--- config.mk ---
export PLATFORM = sky130hd
export DESIGN_NAME = periph_bus_master
export DESIGN_NICKNAME = d
export VERILOG_FILES = /design/src/rtl/periph_bus_master.sv
export SDC_FILE = /design/constraint.sdc
export NUM_CORES = 1
export LEC_CHECK = 0
export ABC_CLOCK_PERIOD_IN_PS = 7700
export BUFFER_PORTS_ARGS = -buffer_cell sky130_fd_sc_hd__buf_2
export CORE_MARGIN = 2
export CORE_UTILIZATION = 40
export CTS_BUF_LIST = sky130_fd_sc_hd__clkbuf_4
export DETAILED_ROUTE_END_ITERATION = 10
export GPL_ROUTABILITY_DRIVEN = 0
export PLACE_DENSITY = 0.72
export REMOVE_ABC_BUFFERS = 1
export SYNTH_ARGS = -nofsm -noshare
export SYNTH_HDL_FRONTEND = slang
export SYNTH_SLANG_ARGS = --single-unit
--- constraint.sdc ---
create_clock -name clk -period 7.7 [get_ports clk]
set_clock_uncertainty 0.1 [all_clocks]
set_input_delay 1.155 -clock clk [delete_from_list [all_inputs] [get_ports clk]]
set_output_delay 1.155 -clock clk [all_outputs]
set_load 0.02 [all_outputs]
--- src/rtl/periph_bus_master.sv ---
// periph_bus_master: buffers peripheral read/write commands in a small FIFO and
// plays them onto a registered single-cycle peripheral bus, one at a time,
// returning exactly one in-order response per accepted command.
module periph_bus_master #(
    parameter int unsigned FIFO_DEPTH = 4,   // power of two, >= 2
    parameter int unsigned MAX_ADDR   = 24   // highest valid word-aligned address
) (
    input  logic        clk,
    input  logic        rst,
    input  logic        cmd_valid,
    output logic        cmd_ready,
    input  logic        cmd_write,
    input  logic [4:0]  cmd_addr,
    input  logic [31:0] cmd_wdata,
    output logic        rsp_valid,
    input  logic        rsp_ready,
    output logic [31:0] rsp_rdata,
    output logic        rsp_write,
    output logic        rsp_err,
    output logic [4:0]  A,
    output logic [31:0] WD,
    output logic        WE,
    input  logic [31:0] RD,
    output logic        busy
);

    localparam int unsigned PTR_W = $clog2(FIFO_DEPTH);
    localparam logic [PTR_W:0] PTR_ONE = {{PTR_W{1'b0}}, 1'b1};

    typedef struct packed {
        logic        write;
        logic [4:0]  addr;
        logic [31:0] wdata;
    } cmd_t;

    typedef enum logic [1:0] {
        IDLE  = 2'd0,
        ISSUE = 2'd1,
        RESP  = 2'd2
    } state_t;

    // A command may touch the bus only if it is word aligned and in range.
    function automatic logic addr_ok(input logic [4:0] addr);
        return (addr[1:0] == 2'b00) && (32'(addr) <= MAX_ADDR);
    endfunction

    cmd_t           fifo_mem [FIFO_DEPTH];
    cmd_t           cmd_in;
    cmd_t           head;
    logic [PTR_W:0] wr_ptr_q, wr_ptr_d;
    logic [PTR_W:0] rd_ptr_q, rd_ptr_d;
    logic           fifo_empty;
    logic           fifo_full;
    logic           push;
    logic           pop;

    state_t         state_q, state_d;
    logic [4:0]     a_q, a_d;
    logic [31:0]    wd_q, wd_d;
    logic           we_q, we_d;
    logic           cur_write_q, cur_write_d;
    logic           cur_err_q, cur_err_d;
    logic [31:0]    rsp_rdata_q, rsp_rdata_d;
    logic           rsp_write_q, rsp_write_d;
    logic           rsp_err_q, rsp_err_d;

    // Pointers carry one extra wrap bit so full and empty are distinguishable.
    assign fifo_empty = (wr_ptr_q == rd_ptr_q);
    assign fifo_full  = (wr_ptr_q[PTR_W] != rd_ptr_q[PTR_W]) &&
                        (wr_ptr_q[PTR_W-1:0] == rd_ptr_q[PTR_W-1:0]);
    assign cmd_ready  = !fifo_full;
    assign push       = cmd_valid && !fifo_full && !rst;
    assign cmd_in     = '{write: cmd_write, addr: cmd_addr, wdata: cmd_wdata};
    assign head       = fifo_mem[rd_ptr_q[PTR_W-1:0]];

    assign rsp_valid  = (state_q == RESP);
    assign rsp_rdata  = rsp_rdata_q;
    assign rsp_write  = rsp_write_q;
    assign rsp_err    = rsp_err_q;
    assign A          = a_q;
    assign WD         = wd_q;
    assign WE         = we_q;
    assign busy       = (state_q != IDLE) || !fifo_empty;

    // Command storage: written on accept, read at the head pointer.
    // NOTE: the payload array has no reset; the pointers alone define which
    // entries are live, so flushing them is enough and keeps this plain RAM.
    always_ff @(posedge clk) begin
        if (push) begin
            fifo_mem[wr_ptr_q[PTR_W-1:0]] <= cmd_in;
        end
    end

    // Sequencer: pop the head when the bus is free, one issue cycle, then
    // hold the response until the consumer takes it.
    // NOTE: every output of this block is given a default first so no path
    // leaves a signal unassigned, which would otherwise infer a latch.
    always_comb begin
        state_d = state_q;
        pop     = 1'b0;
        case (state_q)
            IDLE: begin
                if (!fifo_empty) begin
                    pop     = 1'b1;
                    state_d = ISSUE;
                end
            end
            ISSUE: begin
                state_d = RESP;
            end
            RESP: begin
                if (rsp_ready) begin
                    if (!fifo_empty) begin
                        pop     = 1'b1;
                        state_d = ISSUE;
                    end else begin
                        state_d = IDLE;
                    end
                end
            end
            default: begin
                state_d = IDLE;
            end
        endcase
    end

    // Datapath next-state: bus drive for the coming issue cycle, response capture.
    always_comb begin
        wr_ptr_d    = push ? (wr_ptr_q + PTR_ONE) : wr_ptr_q;
        rd_ptr_d    = pop  ? (rd_ptr_q + PTR_ONE) : rd_ptr_q;
        a_d         = '0;
        wd_d        = '0;
        we_d        = 1'b0;
        cur_write_d = cur_write_q;
        cur_err_d   = cur_err_q;
        rsp_rdata_d = rsp_rdata_q;
        rsp_write_d = rsp_write_q;
        rsp_err_d   = rsp_err_q;

        if (pop) begin
            a_d         = head.addr;
            wd_d        = head.wdata;
            we_d        = head.write && addr_ok(head.addr);
            cur_write_d = head.write;
            cur_err_d   = !addr_ok(head.addr);
        end

        // Read data is sampled at the edge that closes the issue cycle.
        if (state_q == ISSUE) begin
            rsp_write_d = cur_write_q;
            rsp_err_d   = cur_err_q;
            rsp_rdata_d = (!cur_write_q && !cur_err_q) ? RD : 32'h0;
        end
    end

    // State and output registers with synchronous reset.
    // NOTE: registers use non-blocking assignments so every flop samples the
    // pre-edge values; the combinational blocks above use blocking ones.
    always_ff @(posedge clk) begin
        if (rst) begin
            state_q     <= IDLE;
            wr_ptr_q    <= '0;
            rd_ptr_q    <= '0;
            a_q         <= '0;
            wd_q        <= '0;
            we_q        <= 1'b0;
            cur_write_q <= 1'b0;
            cur_err_q   <= 1'b0;
            rsp_rdata_q <= '0;
            rsp_write_q <= 1'b0;
            rsp_err_q   <= 1'b0;
        end else begin
            state_q     <= state_d;
            wr_ptr_q    <= wr_ptr_d;
            rd_ptr_q    <= rd_ptr_d;
            a_q         <= a_d;
            wd_q        <= wd_d;
            we_q        <= we_d;
            cur_write_q <= cur_write_d;
            cur_err_q   <= cur_err_d;
            rsp_rdata_q <= rsp_rdata_d;
            rsp_write_q <= rsp_write_d;
            rsp_err_q   <= rsp_err_d;
        end
    end

endmodule

======== Yosys cells after proc, flatten, opt, wreduce, memory -nomap -nowiden ========
Memories as Yosys holds them, arrays and structs flattened. A register that Yosys moved wholly into a read port is not among the register bits.
Index checks and enable logic that the tools add are counted.
operators by class
  div/mod/pow operators ................... 0
  $mul .................................... 0
  equal/unequal tests ..................... 7
  reduce and logical (&&, ||, !) cells .... 18
  shifts and indexed selects .............. 0
  bitwise logic cells ..................... 1
  add/subtract/negate cells ............... 2
  multiplexer cells ....................... 12
  magnitude comparators ................... 1
operators by type and width
  operator                                        count
  2-to-1 mux 32 bit                               1
  2-to-1 mux 2 bit                                4
  adder 3 x 1 -> 3 bit (second input constant)    2
  logical AND 1 bit                               6
  logical NOT 1 bit                               6
  one-hot mux 2 bit (3 select lines)              1
  <= comparator 5 bit (second input constant)     1
  2-to-1 mux 1 bit                                5
  logical NOT 2 bit                               2
  == test 3 bit                                   1
  == test 2 x 1 -> 1 bit (second input constant)  1
  == test 2 bit                                   1
  == test 2 bit (second input constant)           1
  != test 2 x 1 -> 1 bit (second input constant)  1
  != test 2 bit (second input constant)           1
  one-hot mux 1 bit (2 select lines)              1
  AND reduction 2 bit                             1
  nonzero test 2 bit                              1
  OR reduction 2 bit                              1
  logical OR 1 bit                                1
  != test 1 bit                                   1
  NOT 1 bit                                       1
storage, ports and cells
  output and inout bits ................... 75
  flip-flop bits (word level) ............. 82
  memory bits (writable) .................. 152
  memories kept ........................... 1
  word-level logic and storage cells ...... 53
  bits of input ports ..................... 74
  bits in latches ......................... 0
  ROM bits ................................ 0
memories
  name      depth  width  rd ports  clocked after Yosys merged registers in  write ports  RTL line  RTL
  fifo_mem  4      38     1         1                                        1            47        cmd_t fifo_mem [FIFO_DEPTH];

======== Longest topological paths before layout ========
Gate-level depths: netlist of run 1.
  depth in word-level cells ............... 7
  mapped depth ............................ 7
  gate-level depth less buffers ........... 4

======== Worst setup path after synthesis of run 1 ========
No wires, ideal clock.
  path type ............................... input to register
  start point ............................. input rst
  end point ............................... memory fifo_mem[0][0] (netlist bit) (enable)
  data required time ...................... 7.201 ns
  stages on the path ...................... 3
  library setup time ...................... 0.399 ns
  data arrival time ....................... 2.451 ns
  slack ................................... 4.750 ns
  path buffers ............................ 1
  cells stage by stage .................... clkbuf_1 > nor2_1 > and2_1
on the way
  cells in the longest elaborated chain, start to end .. 4
ends and longest elaborated chain
  what                                    RTL line  RTL
  from (decl)                             9         input logic rst,
  logical NOT 1 bit                       72        assign push = cmd_valid && !fifo_full && !rst;
  logical AND 1 bit                       72
  2-to-1 mux 1 bit                        89        if (push) begin
  2-to-1 mux 1 bit (not written as such)  90        fifo_mem[wr_ptr_q[PTR_W-1:0]] <= cmd_in;
  to (decl)                               47
Every way passes these cells.

======== Final worst setup path of run 1 ========
  start point ............................. register wr_ptr_q[1]
  end point ............................... output busy
on the way
  cells in the longest elaborated chain, start to end .. 3
ends and longest elaborated chain
  what                    RTL line  RTL
  from (decl)             50        logic [PTR_W:0] wr_ptr_q, wr_ptr_d;
  from (signal assigned)  174       wr_ptr_q <= wr_ptr_d;
  == test 3 bit           68        assign fifo_empty = (wr_ptr_q == rd_ptr_q);
  logical NOT 1 bit       -
  logical OR 1 bit        83        assign busy = (state_q != IDLE) || !fifo_empty;
  to (decl)               24        output logic busy
Every way passes these cells.

==> metrics.log, run 1 <==
INFO  metric status = complete, no violations
INFO  metric critical_path_peak_fanout = 5
INFO  metric h_tree_lvl_count = 2
INFO  metric post_synth_and_or_nand_nor_area_fraction = 6.172%
INFO  metric synth-adder-area-share = 0.7601%
INFO  metric holdCritStartpoint = rsp_write
INFO  metric layout.nets = 721
INFO  metric detail_route.first_pass.iterations = 4
INFO  metric chipHeight = 147.4 um
INFO  metric reg2reg_depth = 4
INFO  metric drcViolationCount = 0
INFO  metric ioPinCount = 149
INFO  metric finalHoldViolCount = 0
INFO  metric number_of_port_buffers = 148
INFO  metric grt_max_degree = 49
INFO  metric synth_top_family_by_area = multiplexers
INFO  metric post_synth_instance_area = 8230 um^2
INFO  metric synth-warning-count = 0
INFO  metric switching_share_of_power = 29.22%
INFO  metric slew-limit-headroom = 27.71%
INFO  metric place.detailed.hpwl = 9.475 mm
INFO  metric minimum_setup_slack_among_reg_to_reg_paths = 5.18 ns
INFO  metric seq_area_frac_synth = 75.89%
INFO  metric max_freq = 332.8 MHz
INFO  metric worst_setup_start_kind = flip-flop
INFO  metric grt_setup_unrepaired = no
INFO  metric synth-compound-area-share = 3.603%
INFO  metric floorplan.initialDensity = 40.68%
INFO  metric floorplan.die.width = 147.4 um
INFO  metric synth-xor-area-share = 0.7449%
INFO  metric number_of_antenna_violations_at_the_first_check_in_global_routing = 5
INFO  metric synth_cell_type_count = 30
INFO  metric netlist_instances = 459
INFO  metric setup.worst_path.end_class = primary output
INFO  metric synth.mux.area_fraction = 11.01%
INFO  metric first_iter_violations = 252
INFO  metric synth_async_sr_flop_share = 0%
INFO  metric power.share.combinational = 19.9%
INFO  metric areaGrowthSynthToFinish = 20.72%
INFO  metric register_area = 6251 um^2
INFO  metric cts_hold_repair.buffers = 0
INFO  metric finalSetupViolCount = 0
INFO  metric grt_remaining_overflow = 0
INFO  metric cts_repair_resize_count = 0
INFO  metric period_needed = 3.004 ns
INFO  metric fin_crit_sh = 39.02%
INFO  metric wp_data_arrival = 1.75 ns
INFO  metric synthFlopType = edfxtp_1
INFO  metric avgRoutedWirePerCell = 16.40 um
INFO  metric fillCellCount = 1,733
INFO  metric worstHoldPathType = reg2reg
INFO  metric timing.critical_path.required = 6.44 ns
INFO  metric fin_hold_ws = 0.3984 ns
INFO  metric cts_tree = yes
INFO  metric p_leak = 3.774 nW
INFO  metric worst-setup-path-type = reg2out
INFO  metric wl = 15.76 mm
INFO  metric netSwitchingPower = 0.0009460 W
INFO  metric synth_largest_type_area_fraction = 55.46%
INFO  metric clk_transition_reported_paths = 0.07 ns
INFO  metric share_of_post_route_cells_with_drive_strength_above_1 = 41.65%
INFO  metric worstSkewPairLatency = 0.69 ns
INFO  metric worst-slew-pin-transition = 1.084 ns
INFO  metric root_buffer = clkbuf_4
INFO  metric placeableCoreArea = 20,230 um^2
INFO  metric synth.largest_area_cell = edfxtp_1
INFO  metric ys_ff_latch = 236
INFO  metric r2r-end = fifo_mem[1][37]
INFO  metric cts_buffers = 56
INFO  metric synth-edff-count = 152
INFO  metric placement_rows = 52
INFO  metric die-area = 21,740 um^2
INFO  metric dr_total_vias = 4,665
INFO  metric route.antenna.remaining_nets = 0
INFO  metric crit-reg2reg-launch = wr_ptr_q[1]
INFO  metric pwr-share-clk = 30.5%
INFO  metric post_cts.repair.setup_buffers = 0
INFO  metric avgSynthCellArea = 17.93 um^2
INFO  metric power_per_cell_area = 325.8 nW/um^2
INFO  metric final_common_cell = edfxtp_1
INFO  metric globalRouteTotalUtil = 14.46%
INFO  metric multi_input_area = 1839 um^2
INFO  metric via_count_of_the_first_global_routing_pass = 4,813
INFO  metric maxCapViolations = 0
INFO  metric min_path_cells = 2
INFO  metric via_per_inst = 4.854
INFO  metric layout_common_cells = edfxtp_1, buf_2, clkbuf_4
INFO  metric cellInternalPower = 0.002291 W
INFO  metric totalNegativeSetupSlack = 0 ns
INFO  metric grt_first_pass_wirelength = 24.61 mm
INFO  metric most_area_consuming_cells_after_synthesis = edfxtp_1, dfxtp_1, mux4_2, a22oi_1, nor2b_1
INFO  metric ir_drop = 172.2 uV
INFO  metric final-max-slew-violation-count = 0
INFO  metric cts.path.max_buffers = 3
INFO  metric hold_path_end = rsp_write
INFO  metric clock-sinks = 236
INFO  metric seq_power_share = 49.6%
## power groups by stage
stage                     registers (W)  clock network (W)  logic (W)
after global placement          0.00164                  0   0.000635
final                           0.00161           0.000987   0.000645
after floorplan                 0.00171                  0   0.000347
after CTS                       0.00161            0.00102   0.000655
after global routing            0.00163            0.00108   0.000704
after detailed placement        0.00164                  0   0.000652
## critical path, stage by stage (launching register included)
cell	delay, ns
dfxtp_1	0.43
xor2_1	0.29
nor2_1	0.10
nand3_1	0.09
buf_2	0.18
## stage by stage
step           cell area (um^2)  power [W]  util, %  setup slack, ns  instances
6_report                   9936   0.003237    49.10            4.696        961
5_1_grt                    9931   0.003414    49.08            4.529        959
4_1_cts                    9931   0.003289    49.08            4.645        959
3_5_place_dp               9199   0.002289    45.46            4.428        854
3_3_place_gp               9199   0.002270    45.46            4.509        854
2_1_floorplan              8095   0.002053        -            4.828        434
## per-layer routing
metal	vias up	global-route usage, %	wire (um)
li1	2160	-	-
met1	2267	18.01	6660
met2	197	23.29	7476
met3	35	5.185	1253
met4	6	5.673	327
met5	-	0	44
## cells by family after synthesis
| kind of cell | Yosys count |
|---|---|
| compound gates | 39 |
| flops | 236 |
| xor+xnor | 7 |
| mux | 43 |
| buf+inv | 29 |
| fa+ha+maj | 5 |
| simple gates | 100 |
## how the worst max path moves through the flow
stage	endpoint	slack, ns	from	depth (start not counted)
floorplan	fifo_mem[0][0]	4.83	cmd_valid	3
CTS	busy	4.65	wr_ptr_q[1]	4
global route	cmd_ready	4.53	wr_ptr_q[1]	4
detailed placement	fifo_mem[2][15]	4.43	rst	3
global placement	fifo_mem[0][22]	4.51	rst	3
finish	busy	4.70	wr_ptr_q[1]	4
## registers in the layout, indices dropped and copies added (netlist names), named ones only
signal,flops
cur_write_q,1
rsp_rdata,32
fifo_mem,152
WE,1
state_q,2
wr_ptr_q,3
WD,32
A,5
cur_err_q,1
rsp_err,1
rd_ptr_q,3
rsp_write,1
## cell type report
cell class	instances	area share (%)
inverters	4	0.1511
diodes	2	0.05037
multi-input cells	194	18.51
flip-flops and latches	236	62.91
clock inverters	19	0.8689
clock buffers	86	6.498
repair buffers	150	7.606
well taps	270	3.400
## synth_stat cells, types with 2 or more instances
cell      number
edfxtp_1     152
dfxtp_1       84
nor2_1        49
mux4_2        38
nor2b_1       38
a22oi_1       32
clkbuf_1       9
buf_2          6
buf_4          5
ha_1           5
mux2i_1        5
and2_1         4
inv_1          4
xor2_1         4
buf_1          3
nand2b_1       3
xnor2_1        3
buf_6          2
nand3_1        2
(Power assumes the default switching activity.)
==> run 2, diff against run 1 <==
--- a/config.mk
+++ b/config.mk
@@ -5,14 +5,14 @@
 export SDC_FILE = /design/constraint.sdc
 export NUM_CORES = 1
 export LEC_CHECK = 0
-export ABC_CLOCK_PERIOD_IN_PS = 7700
+export ABC_CLOCK_PERIOD_IN_PS = 2550
 export BUFFER_PORTS_ARGS = -buffer_cell sky130_fd_sc_hd__buf_2
 export CORE_MARGIN = 2
 export CORE_UTILIZATION = 40
 export CTS_BUF_LIST = sky130_fd_sc_hd__clkbuf_4
 export DETAILED_ROUTE_END_ITERATION = 10
 export GPL_ROUTABILITY_DRIVEN = 0
-export PLACE_DENSITY = 0.72
+export PLACE_DENSITY = 0.75
 export REMOVE_ABC_BUFFERS = 1
 export SYNTH_ARGS = -nofsm -noshare
 export SYNTH_HDL_FRONTEND = slang
==> constraint.sdc (replaced) <==
create_clock -name clk -period 2.55 [get_ports clk]
set_clock_uncertainty 0.1 [all_clocks]
set_input_delay 0.3825 -clock clk [delete_from_list [all_inputs] [get_ports clk]]
set_output_delay 0.3825 -clock clk [all_outputs]
set_load 0.02 [all_outputs]
==> run 2 against run 1 <==
First-iteration DRC count grew 12%. Final area grew 7.4%. Setup slack lost 4.7 ns. Worst hold slack lost 0.33 ns. Critical path depth is the same. Non-clock buffer count grew 76. Final cell count grew 7.2%. Combinational power grew to 3.5 times the previous value. Count of clock-buffer cells in the layout shrank 3. Global-route usage grew 1.0 points. Largest power group unchanged. Highest routed layer is now met4.
==> metrics.log, run 2 (synthesized netlist as in run 1, its figures left out) <==
INFO  metric cts_tree = yes
INFO  metric finalHoldViolCount = 0 (unchanged)
INFO  metric h_tree_lvl_count = 2 (unchanged)
INFO  metric slew-limit-headroom = 30.36% (+2.6 points)
INFO  metric placement_rows = 52 (unchanged)
INFO  metric layout_common_cells = edfxtp_1, buf_2, clkbuf_4
INFO  metric cts.path.max_buffers = 3 (unchanged)
INFO  metric max_stage_delay = 0.88 ns (+0.45 ns)
INFO  metric period_needed = 2.506 ns
INFO  metric min_path_cells = 4 (+2)
INFO  metric worst-slew-pin-transition = 1.045 ns (-0.03974 ns)
INFO  metric areaGrowthSynthToFinish = 29.60%
INFO  metric finalSetupViolCount = 0 (unchanged)
INFO  metric largest_register_ffs = 152 (unchanged)
INFO  metric grt_setup_unrepaired = yes
INFO  metric critical_path_peak_fanout = 38 (+33)
INFO  metric fin_area = 10,670 um^2 (+7.4%)
INFO  metric worst_setup_start_kind = flip-flop
INFO  metric setup.worst_path.end_class = flip-flop
INFO  metric clk_transition_reported_paths = 0.06 ns (about the same)
INFO  metric avgRoutedWirePerCell = 16.27 um (-0.80%)
INFO  metric grt_remaining_overflow = 0 (unchanged)
INFO  metric cts_buffers = 55 (-1.8%)
INFO  metric share_of_post_route_cells_with_drive_strength_above_1 = 37.99% (-3.7 points)
INFO  metric die-area = 21,740 um^2 (unchanged)
INFO  metric worst-setup-path-type = reg2reg
INFO  metric root_buffer = clkbuf_4
INFO  metric floorplan.die.width = 147.4 um (unchanged)
INFO  metric via_count_of_the_first_global_routing_pass = 5,257 (+9.2%)
INFO  metric maxCapViolations = 0 (unchanged)
INFO  metric reg2reg_depth = 4 (unchanged)
INFO  metric status = complete, no violations
INFO  metric area_after_detailed_placement = 9261 um^2 (+0.68%)
INFO  metric timing.critical_path.required = 2.71 ns (-3.73 ns)
INFO  metric layout.nets = 796 (+10%)
INFO  metric ir_drop = 702.4 uV (+310%)
INFO  metric first_iter_violations = 282 (+12%)
INFO  metric worstSkewPairLatency = 0.68 ns (about the same)
INFO  metric number_of_port_buffers = 148 (unchanged)
INFO  metric worstHoldPathType = in2reg
INFO  metric number_of_antenna_violations_at_the_first_check_in_global_routing = 1 (-4)
INFO  metric post_cts.repair.setup_buffers = 0 (unchanged)
INFO  metric critical-path-slowest-cell = and2_2
INFO  metric floorplan.initialDensity = 40.68% (unchanged)
INFO  metric detail_route.first_pass.iterations = 4 (unchanged)
INFO  metric route.antenna.remaining_nets = 0 (unchanged)
INFO  metric drcViolationCount = 0 (unchanged)
INFO  metric dr_total_vias = 4,890 (+4.8%)
INFO  metric fin_crit_sh = 98.28%
INFO  metric grt_first_pass_wirelength = 26.23 mm (+6.6%)
INFO  metric via_per_inst = 4.748 (-2.2%)
INFO  metric place.detailed.hpwl = 10.08 mm (+6.4%)
INFO  metric wl = 16.76 mm (+6.3%)
INFO  metric chipHeight = 147.4 um (unchanged)
INFO  metric final_common_cell = edfxtp_1
INFO  metric placeableCoreArea = 20,230 um^2 (unchanged)
INFO  metric power_per_cell_area = 922.4 nW/um^2 (+180%)
INFO  metric p_leak = 4.086 nW (+8.3%)
INFO  metric wp_data_arrival = 2.67 ns (+0.92 ns)
INFO  metric grt_max_degree = 48 (-2.0%)
INFO  metric max_freq = 399.0 MHz
INFO  metric ioPinCount = 149 (unchanged)
INFO  metric final-max-slew-violation-count = 0 (unchanged)
INFO  metric worstPathCellList = xor2_1 > o31ai_1 > nor2_1 > and2_2
INFO  metric globalRouteTotalUtil = 15.47% (+1.0 points)
INFO  metric fillCellCount = 1,626 (-6.2%)
INFO  metric design_power_total = 0.009839 W (+200%)
INFO  metric clock-sinks = 236 (unchanged)
-- run 2: repair_timing --
action                                  4_1_cts  5_1_grt
resized for setup                             0        0
endpoints found under the setup margin        0      152
endpoints found under the hold margin       185        0
hold buffers                                 71        0
-- run 2: path summary, 6_finish.rpt --
| check | start | to | slack (ns) |
|---|---|---|---|
| max reg2reg | wr_ptr_q[1] | fifo_mem[2][13] | 0.04 |
| min | cmd_valid | wr_ptr_q[2] | 0.07 |
| min reg2reg | rsp_rdata[15] | rsp_rdata[15] | 0.40 |
| max | wr_ptr_q[1] | fifo_mem[2][13] | 0.04 |
-- run 2: power breakdown --
group	total, W	internal [W]	switching [W]
Sequential	0.00474	0.00447	0.000274
Clock	0.00286	0.00149	0.00137
Combinational	0.00223	0.00102	0.00121
Total	0.00984	0.00698	0.00286
-- run 2: layout make-up --
cell class                 count  area (um^2)  share of cell area [%]
inverter                       4        15.01                  0.1408
tap                          270        337.8                   3.167
clock buffer                  83        623.1                   5.842
sequential                   236         6251                   58.60
clock inverter                15        66.31                  0.6217
multi-input combinational    194         1839                   17.24
antenna                        2        5.005                 0.04692
timing repair buffer         226         1529                   14.33
-- run 2: critical path: cells and delay by family, from the launching register on --
family	cells	cell delay, ns
flops	1	0.43
simple gates	2	1.09
xor+xnor	1	0.30
compound gates	1	0.20
-- run 2: stage by stage --
stage               setup TNS [ns]  util [%]  hold slack [ns]  setup slack [ns]  cells
floorplan                   -5.962         -           0.3542           -0.2554    434
global placement                 0     45.77           0.3796            0.1110    859
detailed placement               0     45.77           0.3958          0.007116    859
CTS                              0     52.69          0.02496          0.003128   1028
global route                -24.39     52.70          0.06197           -0.1979   1029
finish                           0     52.71          0.07087           0.04375   1030
-- run 2: metal layers --
| layer | part of all wire [%] | track usage, % | up-vias |
|---|---|---|---|
| met5 | 0 | 0 | - |
| met4 | 1.5 | 4.808 | 0 |
| met3 | 8.3 | 5.309 | 25 |
| met2 | 50 | 27.20 | 206 |
| met1 | 40 | 17.92 | 2359 |
| li1 | - | - | 2300 |
==> run 3, diff against run 2 <==
--- a/config.mk
+++ b/config.mk
@@ -12,7 +12,7 @@
 export CTS_BUF_LIST = sky130_fd_sc_hd__clkbuf_4
 export DETAILED_ROUTE_END_ITERATION = 10
 export GPL_ROUTABILITY_DRIVEN = 0
-export PLACE_DENSITY = 0.75
+export PLACE_DENSITY_LB_ADDON = 0.25
 export REMOVE_ABC_BUFFERS = 1
 export SYNTH_ARGS = -nofsm -noshare
 export SYNTH_HDL_FRONTEND = slang
==> run 3 against run 2 <==
Critical endpoint is now fifo_mem[2][16]. Via count rose by 0.90%. Highest routed layer unchanged. Fmax shrank 2.8%. The run now ends with negative setup slack left. Wire length down 0.53%.
==> metrics.log, run 3 (synthesized netlist as in run 1, its figures left out) <==
INFO  metric share_of_post_route_cells_with_drive_strength_above_1 = 37.95% (-0.041 points)
INFO  metric globalRouteTotalUtil = 15.44% (-0.024 points)
INFO  metric ioPinCount = 149 (unchanged)
INFO  metric first_iter_violations = 188 (-33%)
INFO  metric place.detailed.hpwl = 9.827 mm (-2.5%)
INFO  metric cts.path.max_buffers = 3 (unchanged)
INFO  metric grt_first_pass_wirelength = 26.45 mm (+0.84%)
INFO  metric route.antenna.remaining_nets = 0 (unchanged)
INFO  metric cp.buffers_inverters = 0 (unchanged)
INFO  metric floorplan.die.width = 147.4 um (unchanged)
INFO  metric critical-path-slowest-cell = and2_2
INFO  metric die-area = 21,740 um^2 (unchanged)
INFO  metric reg2reg_depth = 4 (unchanged)
INFO  metric largest_register_ffs = 152 (unchanged)
INFO  metric finalSetupViolCount = 54 (+54)
INFO  metric cpLargestDelayFamily = simple AND/OR/NAND/NOR gates
INFO  metric worst-setup-path-type = reg2reg
INFO  metric fin_hold_ws = 0.3746 ns (+0.3037 ns)
INFO  metric layout_common_cells = edfxtp_1, buf_2, clkbuf_4
INFO  metric clock-sinks = 236 (unchanged)
INFO  metric final-max-slew-violation-count = 0 (unchanged)
INFO  metric grt_remaining_overflow = 0 (unchanged)
INFO  metric worstPathCellList = xor2_1 > o31ai_1 > nor2_1 > and2_2
INFO  metric layout.nets = 803 (+0.88%)
INFO  metric worst_setup_start_kind = flip-flop
INFO  metric avgRoutedWirePerCell = 15.98 um (-1.8%)
INFO  metric crit_path_depth = 4 (unchanged)
INFO  metric clk_transition_reported_paths = 0.07 ns (about the same)
INFO  metric final_common_cell = edfxtp_1
INFO  metric detail_route.first_pass.iterations = 4 (unchanged)
INFO  metric maxCapViolations = 0 (unchanged)
INFO  metric chipHeight = 147.4 um (unchanged)
INFO  metric fin_crit_sh = 101.2% (+2.9 points)
INFO  metric status = complete, but fails checks
INFO  metric setup_ws = -0.02945 ns (-0.07319 ns)
INFO  metric via_per_inst = 4.731 (-0.36%)
INFO  metric holdCritStartpoint = cmd_wdata[0]
INFO  metric root_buffer = clkbuf_4
INFO  metric drcViolationCount = 0 (unchanged)
INFO  metric r2r-end = fifo_mem[2][16]
INFO  metric placement_rows = 52 (unchanged)
INFO  metric critical_path_peak_fanout = 38 (unchanged)
INFO  metric violations = negative setup slack
INFO  metric crit_end = fifo_mem[2][16]
INFO  metric fillCellCount = 1,685 (+3.6%)
INFO  metric timing.critical_path.required = 2.71 ns (about the same)
INFO  metric cts_tree = yes
INFO  metric wl = 16.67 mm (-0.53%)
INFO  metric slew-limit-headroom = 26.16% (-4.2 points)
INFO  metric max_freq = 387.7 MHz (-2.8%)
INFO  metric wp_data_arrival = 2.74 ns (+0.07 ns)
INFO  metric worst-slew-pin-transition = 1.108 ns (+0.06307 ns)
INFO  metric max_stage_delay = 0.90 ns (+0.02 ns)
INFO  metric place.detailed.instances = 860 (+0.12%)
INFO  metric setup.worst_path.end_class = flip-flop
INFO  metric finalHoldViolCount = 0 (unchanged)
INFO  metric grt_max_degree = 46 (-4.2%)
INFO  metric worstHoldPathType = in2reg
INFO  metric p_leak = 4.137 nW (+1.2%)
INFO  metric grt_setup_unrepaired = yes
INFO  metric totalNegativeSetupSlack = -0.5809 ns (-0.5809 ns)
INFO  metric power_per_cell_area = 936.4 nW/um^2 (+1.5%)
INFO  metric area_after_detailed_placement = 9269 um^2 (about the same)
INFO  metric number_of_antenna_violations_at_the_first_check_in_global_routing = 1 (unchanged)
INFO  metric h_tree_lvl_count = 2 (unchanged)
INFO  metric worstSkewPairLatency = 0.64 ns (-0.04 ns)
INFO  metric design_power_total = 0.01008 W (+2.5%)
INFO  metric crit-reg2reg-launch = wr_ptr_q[1]
INFO  metric post_layout_nonfiller_instances = 1,043 (+1.3%)
INFO  metric placeableCoreArea = 20,230 um^2 (unchanged)
INFO  metric cts_buffers = 59 (+7.3%)
INFO  metric areaGrowthSynthToFinish = 30.80%
INFO  metric via_count_of_the_first_global_routing_pass = 5,321 (+1.2%)
INFO  metric floorplan.initialDensity = 40.68% (unchanged)
INFO  metric min_path_cells = 2 (-2)
INFO  metric post_cts.repair.setup_buffers = 0 (unchanged)
INFO  metric number_of_port_buffers = 148 (unchanged)
INFO  metric dr_total_vias = 4,934 (+0.90%)
INFO  metric ir_drop = 479.3 uV (-32%)
INFO  metric fin_area = 10,770 um^2 (+0.93%)
INFO  metric period_needed = 2.579 ns (+0.07319 ns)
INFO  metric crit_path_start = wr_ptr_q[1]
INFO  metric minimum_setup_slack_among_reg_to_reg_paths = -0.03 ns (-0.07 ns)
run 3: repair_timing:
action / 4_1_cts / 5_1_grt
endpoints found under the setup margin: 138 / 152
endpoints found under the hold margin: 188 / 0
resized for setup: 0 / 0
hold buffers: 73 / 0
run 3: worst min-delay path by stage:
| stage | endpoint |
|---|---|
| 2_1_floorplan | state_q[1] |
| 3_3_place_gp | rsp_err |
| 3_5_place_dp | rsp_rdata[24] |
| 4_1_cts | fifo_mem[1][1] |
| 5_1_grt | fifo_mem[3][17] |
| 6_report | fifo_mem[2][0] |
run 3: per-stage QoR:
stage	worst slack, ns	util, %
floorplan	-0.2554	-
global placement	0.04219	45.81
detailed placement	-0.02092	45.81
CTS	-0.06195	53.19
global route	-0.1813	53.19
finish	-0.02945	53.20
run 3: cell type report:
type / count / area, um^2 / share of cell area [%]
flip-flops and latches: 236 / 6251 / 58.07
multi-input cells: 194 / 1839 / 17.09
repair buffers: 229 / 1556 / 14.46
clock buffers: 87 / 653.1 / 6.067
well taps: 270 / 337.8 / 3.138
clock inverters: 22 / 110.1 / 1.023
inverters: 4 / 15.01 / 0.1395
diodes: 1 / 2.502 / 0.02325
run 3: report_power, final:
| group | switching, W | internal [W] |
|---|---|---|
| Combinational | 0.00125 | 0.00104 |
| Clock | 0.00143 | 0.00166 |
| Sequential | 0.000234 | 0.00447 |
| Total | 0.00291 | 0.00717 |
run 3: per-layer routing:
metal | vias up | part of all wire, % | wire, um | track usage (%)
li1 | 2310 | - | - | -
met2 | 198 | 49 | 8124 | 26.43
met5 | - | 0 | 0 | 0
met4 | 0 | 1.7 | 290 | 5.769
met1 | 2397 | 42 | 7018 | 18.81
met3 | 29 | 7.4 | 1235 | 4.290
